==> src/rtl/strength_pkg.sv <==
// Shared types for the strength resolution monitor: resolved values,
// strength levels and the event record carried through the event FIFO.
package strength_pkg;

    typedef enum logic [1:0] {
        V0 = 2'd0,
        V1 = 2'd1,
        VZ = 2'd2,
        VX = 2'd3
    } val_e;

    localparam logic [2:0] ST_HIGHZ  = 3'd0;
    localparam logic [2:0] ST_SMALL  = 3'd1;
    localparam logic [2:0] ST_MEDIUM = 3'd2;
    localparam logic [2:0] ST_WEAK   = 3'd3;
    localparam logic [2:0] ST_LARGE  = 3'd4;
    localparam logic [2:0] ST_PULL   = 3'd5;
    localparam logic [2:0] ST_STRONG = 3'd6;
    localparam logic [2:0] ST_SUPPLY = 3'd7;

    // Channel field is sized for the largest supported channel count (16).
    typedef struct packed {
        logic [3:0] ch;
        val_e       val;
        logic [2:0] str;
    } evt_rec_t;

endpackage

==> src/rtl/strength_ev_fifo.sv <==
// Synchronous event FIFO of DEPTH records; timestamp storage exists only
// when STRENGTH_MON_TSTAMP_EN is defined.
module strength_ev_fifo
    import strength_pkg::*;
#(
    parameter int DEPTH = 8,
    parameter int TSW   = 16
) (
    input  logic           clk,
    input  logic           rst,
    input  logic           push,
    input  evt_rec_t       wr_rec,
`ifdef STRENGTH_MON_TSTAMP_EN
    input  logic [TSW-1:0] wr_tstamp,
    output logic [TSW-1:0] rd_tstamp,
`endif
    input  logic           pop,
    output evt_rec_t       rd_rec,
    output logic           full,
    output logic           empty
);

    localparam int AW = $clog2(DEPTH);

    evt_rec_t       mem [DEPTH];
    logic [AW-1:0]  wr_ptr;
    logic [AW-1:0]  rd_ptr;
    logic [AW:0]    count;
    logic           do_push;
    logic           do_pop;

    assign full    = (count == (AW+1)'(DEPTH));
    assign empty   = (count == '0);
    assign do_pop  = pop && !empty;
    // A pop in the same cycle frees the slot, so a full FIFO still accepts.
    assign do_push = push && (!full || do_pop);

    always_ff @(posedge clk or posedge rst) begin
        if (rst) begin
            wr_ptr <= '0;
            rd_ptr <= '0;
            count  <= '0;
        end else begin
            if (do_push) wr_ptr <= wr_ptr + 1'b1;
            if (do_pop)  rd_ptr <= rd_ptr + 1'b1;
            count <= count + (AW+1)'(do_push) - (AW+1)'(do_pop);
        end
    end

    always_ff @(posedge clk) begin
        if (do_push) mem[wr_ptr] <= wr_rec;
    end

    assign rd_rec = empty ? evt_rec_t'('0) : mem[rd_ptr];

`ifdef STRENGTH_MON_TSTAMP_EN
    logic [TSW-1:0] ts_mem [DEPTH];

    always_ff @(posedge clk) begin
        if (do_push) ts_mem[wr_ptr] <= wr_tstamp;
    end

    assign rd_tstamp = empty ? '0 : ts_mem[rd_ptr];
`endif

endmodule

==> src/rtl/strength_resolve_mon.sv <==
// Resolves multi-driver nets by strength, registers the result and queues
// change events. Define STRENGTH_MON_TSTAMP_EN to timestamp events.
module strength_resolve_mon
    import strength_pkg::*;
#(
    parameter int NCH   = 4,
    parameter int NDRV  = 2,
    parameter int DEPTH = 8,
    parameter int TSW   = 16
) (
    input  logic                                   clk,
    input  logic                                   rst,
    input  logic [NCH*NDRV-1:0]                    drv_en,
    input  logic [NCH*NDRV-1:0]                    drv_val,
    input  logic [3*NCH*NDRV-1:0]                  drv_str,
    output logic [2*NCH-1:0]                       res_val,
    output logic [3*NCH-1:0]                       res_str,
    output logic                                   evt_valid,
    input  logic                                   evt_ready,
    output logic [((NCH > 1) ? $clog2(NCH) : 1)-1:0] evt_ch,
    output logic [1:0]                             evt_val,
    output logic [2:0]                             evt_str,
    output logic [TSW-1:0]                         evt_tstamp,
    output logic [7:0]                             coalesce_cnt
);

    localparam int CHW = (NCH > 1) ? $clog2(NCH) : 1;

    logic [4:0]     nxt [NCH];
    logic [NCH-1:0] change;
    logic [NCH-1:0] pend;
    logic [NCH-1:0] push_sel;
    logic [NCH-1:0] push_mask;
    logic [NCH-1:0] merge;
    logic           found;
    logic [CHW-1:0] push_ch;
    logic [1:0]     push_val;
    logic [2:0]     push_str;
    logic [4:0]     merge_cnt;
    logic [8:0]     coal_sum;
    logic           fifo_full;
    logic           fifo_empty;
    logic           push;
    logic           pop;
    evt_rec_t       wr_rec;
    evt_rec_t       rd_rec;

    // Returns {value, strength}: only the strongest enabled drivers matter.
    function automatic logic [4:0] resolve_ch(input logic [NDRV-1:0]   en,
                                              input logic [NDRV-1:0]   val,
                                              input logic [3*NDRV-1:0] str);
        logic [2:0] m;
        logic       s0;
        logic       s1;
        m  = ST_HIGHZ;
        s0 = 1'b0;
        s1 = 1'b0;
        for (int d = 0; d < NDRV; d++) begin
            if (en[d] && (str[3*d +: 3] > m)) m = str[3*d +: 3];
        end
        for (int d = 0; d < NDRV; d++) begin
            if (en[d] && (str[3*d +: 3] == m)) begin
                if (val[d]) s1 = 1'b1;
                else        s0 = 1'b1;
            end
        end
        if (m == ST_HIGHZ)  return {VZ, ST_HIGHZ};
        else if (s0 && s1)  return {VX, m};
        else if (s1)        return {V1, m};
        else                return {V0, m};
    endfunction

    always_comb begin
        change   = '0;
        push_sel = '0;
        push_ch  = '0;
        push_val = VZ;
        push_str = ST_HIGHZ;
        found    = 1'b0;
        for (int c = 0; c < NCH; c++) begin
            nxt[c] = resolve_ch(drv_en[c*NDRV +: NDRV], drv_val[c*NDRV +: NDRV],
                                drv_str[3*c*NDRV +: 3*NDRV]);
            change[c] = (nxt[c] != {res_val[2*c +: 2], res_str[3*c +: 3]});
            if (!found && pend[c]) begin
                found       = 1'b1;
                push_sel[c] = 1'b1;
                push_ch     = CHW'(c);
                push_val    = res_val[2*c +: 2];
                push_str    = res_str[3*c +: 3];
            end
        end
    end

    assign evt_valid = !fifo_empty;
    assign pop       = evt_valid && evt_ready;
    assign push      = found && (!fifo_full || pop);
    assign push_mask = push ? push_sel : '0;
    // A channel being pushed this cycle re-arms rather than coalesces.
    assign merge     = change & pend & ~push_mask;

    always_comb begin
        merge_cnt = '0;
        for (int c = 0; c < NCH; c++) merge_cnt = merge_cnt + {4'b0, merge[c]};
    end

    assign coal_sum = {1'b0, coalesce_cnt} + {4'b0, merge_cnt};

    always_ff @(posedge clk or posedge rst) begin
        if (rst) begin
            res_val      <= {NCH{VZ}};
            res_str      <= '0;
            pend         <= '0;
            coalesce_cnt <= '0;
        end else begin
            for (int c = 0; c < NCH; c++) begin
                res_val[2*c +: 2] <= nxt[c][4:3];
                res_str[3*c +: 3] <= nxt[c][2:0];
            end
            pend         <= (pend & ~push_mask) | change;
            coalesce_cnt <= coal_sum[8] ? 8'hFF : coal_sum[7:0];
        end
    end

    always_comb begin
        wr_rec     = '0;
        wr_rec.ch  = 4'(push_ch);
        wr_rec.val = val_e'(push_val);
        wr_rec.str = push_str;
    end

`ifdef STRENGTH_MON_TSTAMP_EN
    logic [TSW-1:0] tstamp;

    always_ff @(posedge clk or posedge rst) begin
        if (rst) tstamp <= '0;
        else     tstamp <= tstamp + 1'b1;
    end

    strength_ev_fifo #(.DEPTH(DEPTH), .TSW(TSW)) u_fifo (
        .clk       (clk),
        .rst       (rst),
        .push      (push),
        .wr_rec    (wr_rec),
        .wr_tstamp (tstamp),
        .rd_tstamp (evt_tstamp),
        .pop       (pop),
        .rd_rec    (rd_rec),
        .full      (fifo_full),
        .empty     (fifo_empty)
    );
`else
    assign evt_tstamp = '0;

    strength_ev_fifo #(.DEPTH(DEPTH), .TSW(TSW)) u_fifo (
        .clk    (clk),
        .rst    (rst),
        .push   (push),
        .wr_rec (wr_rec),
        .pop    (pop),
        .rd_rec (rd_rec),
        .full   (fifo_full),
        .empty  (fifo_empty)
    );
`endif

    assign evt_ch  = CHW'(rd_rec.ch);
    assign evt_val = rd_rec.val;
    assign evt_str = rd_rec.str;

endmodule

==> config.mk <==
export PLATFORM = sky130hd
export DESIGN_NAME = strength_resolve_mon
export DESIGN_NICKNAME = d
export VERILOG_FILES = /design/src/rtl/strength_pkg.sv /design/src/rtl/strength_ev_fifo.sv /design/src/rtl/strength_resolve_mon.sv
export SDC_FILE = /design/constraint.sdc
export NUM_CORES = 1
export LEC_CHECK = 0
export CAP_MARGIN = 10
export CORE_MARGIN = 5
export CORE_UTILIZATION = 50
export CTS_BUF_LIST = sky130_fd_sc_hd__clkbuf_4
export CTS_CLUSTER_DIAMETER = 200
export DETAILED_ROUTE_END_ITERATION = 6
export GPL_TIMING_DRIVEN = 0
export MAX_ROUTING_LAYER = met4
export PLACE_DENSITY = 0.83
export SETUP_SLACK_MARGIN = 0.2
export SLEW_MARGIN = 40
export SYNTH_ARGS = -nofsm -noshare
export SYNTH_HDL_FRONTEND = slang
export SYNTH_SLANG_ARGS = --single-unit
export TNS_END_PERCENT = 100
==> constraint.sdc <==
create_clock -name clk -period 7.6 [get_ports clk]
set_input_delay 0.76 -clock clk [delete_from_list [all_inputs] [get_ports clk]]
set_output_delay 0.76 -clock clk [all_outputs]
set_load 0.05 [all_outputs]
# Word level (Yosys, flattened, before mapping)
# Memories as Yosys holds them, arrays and structs flattened.
# Index checks and enable logic that the tools add are counted.
[op_classes]
reduce_logical = 39
n_bitwise = 5
magnitude_cmp = 8
n_eq_ne = 13
add_sub_neg = 8
mux = 75
[op_table]
columns = ["operator", "count"]
rows = [
  ["two-way mux 1 bit", 42],
  ["two-way mux 5 bit", 8],
  ["two-way mux 3 bit", 12],
  ["logical AND 1 bit", 27],
  ["equality test 3 bit", 8],
  ["two-way mux 4 bit", 5],
  ["inequality test 5 bit", 4],
  ["bitwise AND 4 bit", 3],
  ["greater-than comparator 3 x 1 -> 1 bit, second input constant", 4],
  ["greater-than comparator 3 bit", 4],
  ["logical NOT 3 bit", 4],
  ["two-way mux 2 bit", 6],
  ["adder 8 x 4 -> 9 bit", 1],
  ["two-way mux 8 bit", 1],
  ["two-way mux 7 bit", 1],
  ["adder 3 x 1 -> 3 bit, second input constant", 2],
  ["logical NOT 1 bit", 5],
  ["adder 3 x 1 -> 4 bit", 1],
  ["adder 4 x 1 -> 4 bit", 1],
  ["equality test 4 bit, second input constant", 1],
  ["logical NOT 4 bit", 1],
  ["inverter 4 bit", 1],
  ["bitwise OR 4 bit", 1],
  ["subtractor 4 x 1 -> 4 bit", 1],
  ["other kinds (3)", 4],
]
[word_totals]
input_bits = 43
register_bits = 42
word_cells = 156
memories = 1
ram_bits = 56
[mem_list]
columns = ["name", "words", "word_bits", "rd", "rd_ports_with_merged_regs", "wr", "line_no", "text"]
rows = [
  ["u_fifo.mem", 8, 7, 1, 0, 1, "strength_ev_fifo.sv:25", "evt_rec_t mem [DEPTH];"],
]

# Depth between registers and ports, before layout
# Gate-level depths: netlist of run 1.
[depth]
word_depth = 22
ltp_mapped = 17
mapped_depth_nobuf = 16

# Cells and area by module
# From an unflattened synthesis of run 1, not the netlist that was laid out.
[hier_totals]
hier_cells = 519
area_unflattened_um2 = 6369.9
[modules_own_cells]
columns = ["module", "area_each_um2", "cells_per_inst", "n_inst"]
rows = [
  ["strength_ev_fifo", 3355.7, 165, 1],
  ["strength_resolve_mon", 3014.1, 354, 1],
]

# Least setup slack after synthesis of run 1
# OpenSTA, ideal clock, no wires.
[synth_path]
path_kind = "input -> register"
startpoint = "in drv_en[4]"
endpoint = "reg coalesce_cnt[4]"
required_time_ns = 7.481
setup_slack_ns = 3.102
n_path_buf = 1
setup_ns = 0.119
arrival_ns = 4.379
stages = 16
cell_sequence = "buf_2 nand2_1 ha_1 o21ai_1 a31oi_1 nand3_1 and4_1 or3_1 xnor2_1 o311ai_1 fa_1 inv_1 fa_1 fa_1 and3_1 o21a_1"
[synth_lines]
columns = ["item", "line_no", "text"]
rows = [
  ["start, declared", "strength_resolve_mon.sv:13", "input logic [NCH*NDRV-1:0] drv_en,"],
  ["end signal, assigned", "strength_resolve_mon.sv:120", "coalesce_cnt <= coal_sum[8] ? 8'hFF : coal_sum[7:0];"],
  ["end, declared", "strength_resolve_mon.sv:24", "output logic [7:0] coalesce_cnt"],
]

==> run metrics, run 1 <==
status=complete, no violations; Residual DRC=0; worst setup margin=2610 ps; gr ovfl total=0; CTS tree=yes; clk sinks=98; Lkg Pwr=0.002676 uW; Synth Flop Type=edfxtp_1; final setup fails=0; cts hold-fix bufs=0; Synth Cell Area=5552 um^2; via count=4037; Pwr Total=2234 uW; crit share post-route=65.66%; DIE AREA=13310 um^2; part of the power in registers=36.6%; Worst Hold Class=register to register; register area share after synthesis=49.31%; switching power=963.9 uW; Antenna Nets Post-Route=0; fin. max-slew vios=0; ranking of synthesized cells by area=edfxtp_1, dfrtp_1, mux4_2; # rows=38; Reg clk slew, reported paths=170 ps; wire per inst=16.35 um; Inserted Diodes=0; Mapped Cells=476; Slew headroom=54.13%; Total GRT Usage=19.71%; CTS resizes=0; Worst Path Max Fanout=10; PortBufs=77; DP Worst Slack=2168 ps; Worst Path Arrival=5370 ps; largest net degree at the start of global routing=43; drt via density=5.576; switching share of total power=43.16%; cell taking the most area after synthesis=edfxtp_1; fin crit period=4990 ps; vias in the first global route=4141; CP Data Required Time=7980 ps; Crit. End Element=register; startpoint types=input pin; area grow syn2layout=21.25%; TNS Setup=0 ps; Routability Congestion=0.9224; clock latency at the later pin of the worst-skew pair=460 ps; Clock power frac=11.9%; clk_skew=25.16 ps; Yosys reg bits=98; # H-tree levels=3; number of antenna violations at the first check in global routing=0; drt first pass iters=5; placed wire-length estimate=9200 um; first-pass GRT wire length=20010 um; post-synth cell types=68; final core utilization=62.10%; number of flops mapped to enable cells by yosys=56; share of cells above drive strength 1=12.84%; internal power=1270 uW; Die Ht=115.4 um; endpoints failing hold=0; Final Net Count=647; Peak VDD IR=0.3319 mV; # fillers=866; TritonCTS Buffers=9; Starting DRT DRC Count=215; Root Buffer=clkbuf_4; post-synth top area share=30.29%; Routed WL=11840 um; Peak Freq=0.2004 GHz; Synth Warn #=0; Setup Fix Bufs, Post-CTS=0; Initial Util=51.21%; core area=10840 um^2; Comb power frac=51.5%; syn avg cell area=11.66 um^2; CTS Buffer Depth=2; async set-reset flop share out of synthesis=42.86%; Pwr per Cell Area=331.8 nW/um^2; Worst Path Class, Setup=input pin to register; worst-margin pin slew=685.0 ps; number of I/O pins=95; RSZ-0062 raised after global routing=no; Chip Width=115.4 um; MaxCap Viol Count=0
sequential cells by signal (all words and copies together) (netlist names):
signal,flops
u_fifo.mem,56
res_str,12
coalesce_cnt,8
res_val,8
pend,4
u_fifo.count,4
u_fifo.rd_ptr,3
u_fifo.wr_ptr,3
metrics by stage:
step / hold slack [ps] / cell area (um^2) / cells
floorplan: 523.2 / 5608 / 491
global placement: 512.4 / 6554 / 708
detailed placement: 526.4 / 6586 / 708
CTS: 561.6 / 6726 / 724
global route: 581.1 / 6731 / 724
finish: 560.7 / 6731 / 724
Yosys cell counts, drive strengths merged (5+ instances only):
library cell / n
nand2: 23
clkbuf: 8
xor2: 15
mux2i: 9
xnor2: 28
nor3b: 5
ha: 21
inv: 30
and2: 7
and3: 6
o21ai: 19
nor2: 28
nand3: 20
mux4: 14
nand2b: 11
or3: 6
nor3: 10
dfrtp: 38
nor2b: 6
buf: 21
edfxtp: 56
nand4: 5
a31oi: 7
a21oi: 15
layer usage:
layer / global-route usage, % / part of all wire, %
met5: - / 0
met4: 5.399 / 1.8
met3: 3.263 / 5.1
met2: 32.45 / 50
met1: 25.41 / 43
worst max-delay path, cell delays in order:
cell,delay (ps)
clkdlybuf4s50_1,480
buf_2,200
nand2_1,90
ha_1,290
o21ai_1,70
a31oi_1,380
nand3_1,180
and4_1,230
or3_1,420
xnor2_1,210
o311ai_1,180
fa_1,510
inv_1,50
fa_1,460
fa_1,490
and3_1,210
o21a_1,160
layout make-up:
cell class              instances  area [um^2]  area share [%]
multi-input cells             334         2621           38.94
well taps                     140        175.2           2.602
clock inverters                 7        72.57           1.078
flip-flops and latches         98         2738           40.67
repair buffers                 77        770.7           11.45
plain buffers                  29        171.4           2.546
inverters                      30        115.1           1.710
clock buffers                   9        67.56           1.004
kinds of logic (layout without fill, tap and decap cells):
group                      count (synthesis)  after routing  share of synthesized area, %
other                                      1             16                       0.06755
and+or+nand+nor                          138            138                         13.32
AOI/OAI and AO/OA                         85             85                         11.04
xor gates and xnor gates                  43             43                         6.784
muxes                                     27             27                         8.181
DFF                                       98             98                         49.31
buffers and inverters                     59            152                         5.116
adders and majority gates                 25             25                         6.175
placed cells by master, fill, tap and decap left out, types with 4 or more instances in the layout:
master	instances
o21ai_0	14
inv_1	29
edfxtp_1	56
nand4_1	5
xnor2_1	28
dfrtp_1	38
mux4_2	14
nand2_1	22
nor3_1	7
conb_1	16
a22oi_1	4
clkbuf_1	8
nand3_1	20
clkbuf_4	9
a31oi_1	6
nand2b_1	11
and2_1	7
or3_1	6
buf_4	16
mux2i_1	9
o21ai_1	5
ha_1	21
dfstp_2	4
nor3b_2	4
nor2b_1	6
fa_1	4
xor2_1	15
clkdlybuf4s50_1	77
and3_1	6
a21oi_1	15
a221o_1	4
nor2_1	28
path summary, 6_finish.rpt:
kind	start	endpoint	depth (start not counted)	slack, ps
max reg2reg	u_fifo.count[2]	coalesce_cnt[4]	12	4020
min in group asynchronous	rst	coalesce_cnt[7]	2	660
max in group asynchronous	rst	res_val[5]	2	6540
max	drv_en[4]	coalesce_cnt[4]	17	2610
min reg2reg	coalesce_cnt[4]	coalesce_cnt[4]	1	560
min	coalesce_cnt[4]	coalesce_cnt[4]	1	560
power by group through the flow:
stage / Combinational, uW / Sequential [uW] / Clock (uW)
after floorplan: 713 / 921 / 0
after global placement: 1100 / 820 / 0
after detailed placement: 1160 / 831 / 0
after CTS: 1160 / 819 / 273
after global routing: 1250 / 833 / 302
final: 1150 / 818 / 266
(Power assumes the default switching activity.)
==> run 2, diff against run 1 <==
==> constraint.sdc (replaced) <==
create_clock -name clk -period 4.7 [get_ports clk]
set_input_delay 0.47 -clock clk [delete_from_list [all_inputs] [get_ports clk]]
set_output_delay 0.47 -clock clk [all_outputs]
set_load 0.05 [all_outputs]
==> run 2 against run 1 <==
Via count rose by 0.17%. Cell count is the same. Worst hold slack worse by 190 ps. Critical path type unchanged. Critical endpoint unchanged. Largest cell class unchanged. Highest routed layer unchanged.
==> run metrics, run 2 (same netlist as run 1, synthesis figures left out) <==
status=complete, no violations; PortBufs=77; Routability Congestion=0.9224; first-pass GRT wire length=20010 um; Worst Hold Class=input pin to asynchronous set/reset pin; commonest non-fill, non-tap cell in the layout=clkdlybuf4s50_1; Pwr Total=3633 uW; placed wire-length estimate=9200 um; Placed Instances=708; drt first pass iters=4; CTS tree=yes; gr ovfl total=0; worst setup margin=328.6 ps; Chip Width=115.4 um; Peak Freq=0.2288 GHz; number of antenna violations at the first check in global routing=0; Inserted Diodes=0; MaxCap Viol Count=0; Crit. End Element=register; number of I/O pins=95; Routed WL=11930 um; Final Net Count=647; RSZ-0062 raised after global routing=no; Reg clk slew, reported paths=170 ps; Antenna Nets Post-Route=0; largest reg by FF count=u_fifo.mem; final setup fails=0; crit share post-route=93.01%; Lkg Pwr=0.002711 uW; most frequent cells in the layout=clkdlybuf4s50_1, edfxtp_1, dfrtp_1; Worst Path Class, Setup=input pin to register; drt via density=5.586; clock latency at the later pin of the worst-skew pair=460 ps; DIE AREA=13310 um^2; clk sinks=98; biggest regs=u_fifo.mem (56), res_str (12); startpoint types=input pin; # fillers=851; largest net degree at the start of global routing=43; DP Worst Slack=-442.3 ps; wire per inst=16.48 um; Worst Path Arrival=4750 ps; Die Ht=115.4 um; Final Non-Filler Cells=724; Initial Util=51.21%; multi-input logic area=2683 um^2; Slew headroom=51.13%; # rows=38; CP Data Required Time=5080 ps; sequential cell area=2738 um^2; R2R cell count=12; CTS Buffer Depth=2; Root Buffer=clkbuf_4; share of cells above drive strength 1=14.38%; Worst R2R Setup Slack=1200 ps; # H-tree levels=3; Residual DRC=0; Peak VDD IR=0.5330 mV; Largest register FFs=56; Total GRT Usage=19.71%; endpoints failing hold=0; core area=10840 um^2; TritonCTS Buffers=9; Setup Fix Bufs, Post-CTS=0; via count=4044; worst-margin pin slew=733.0 ps; fin. max-slew vios=0; Starting DRT DRC Count=247; Reg2Reg Launch Point=u_fifo.count[2]; reg-to-reg endpoint=coalesce_cnt[4]; vias in the first global route=4141; Worst Path Max Fanout=10; Pwr per Cell Area=533.9 nW/um^2; clk_skew=24.09 ps; fin crit period=4371 ps; area grow syn2layout=22.56%
run 2: changes by cell type in the layout (fill, tap and decap cells not counted), sizes merged:
cell           delta
clkdlybuf4s50     -2
dlymetal6s2s      +2
run 2: final cells by class:
| cell class | instances | area share (%) |
|---|---|---|
| timing repair buffer | 77 | 11.40 |
| clock inverter | 7 | 1.067 |
| multi-input combinational | 334 | 39.43 |
| clock buffer | 9 | 0.9930 |
| sequential | 98 | 40.24 |
| inverter | 30 | 1.692 |
| buffer | 29 | 2.611 |
| tap | 140 | 2.574 |
run 2: how the worst max path moves through the flow:
stage                         start              end  slack [ps]  depth (start not counted)
after floorplan           drv_en[4]  coalesce_cnt[4]         490                         16
after global placement    drv_en[4]  coalesce_cnt[4]        -300                         17
after detailed placement  drv_en[4]  coalesce_cnt[4]        -440                         17
after CTS                 drv_en[4]  coalesce_cnt[4]         250                         17
after global routing      drv_en[4]  coalesce_cnt[4]         190                         18
final                     drv_en[4]  coalesce_cnt[4]         330                         17
run 2: stage by stage:
stage	hold slack [ps]	TNS (ps)	util [%]	cell area, um^2
6_report	373.0	0	62.77	6804
5_1_grt	386.5	0	62.77	6804
4_1_cts	374.9	0	62.13	6735
3_5_place_dp	526.4	-2700	60.76	6586
3_3_place_gp	512.4	-1481	60.46	6554
2_1_floorplan	523.2	0	-	5608
run 2: repair_timing:
item                                   4_1_cts  5_1_grt
endpoints found under the hold margin        0        0
resized for setup                            2       13
pin swaps                                    0        3
hold buffers                                 0        0
setup endpoints to repair                    6        8
run 2: critical path: stages:
cell             delay (ps)
clkdlybuf4s50_1         510
buf_6                   140
nand2_1                  70
ha_1                    300
o21ai_1                  80
a31oi_2                 280
nand3_1                 150
and4_1                  220
or3_4                   420
xnor2_4                 190
o311ai_2                150
fa_1                    500
inv_1                    60
fa_2                    410
fa_2                    430
and3_1                  180
o21a_1                  160
run 2: routing by layer:
layer	part of all wire (%)	GRT usage (%)	vias to the layer above
met1	44	25.41	1967
met2	50	32.45	123
met3	4.3	3.263	22
li1	-	-	1932
met4	1.8	5.399	0
met5	0	-	-
run 2: power breakdown:
| part | internal, uW | switching (uW) |
|---|---|---|
| Combinational | 745 | 1140 |
| Sequential | 1200 | 127 |
| Clock | 125 | 303 |
| Total | 2070 | 1570 |
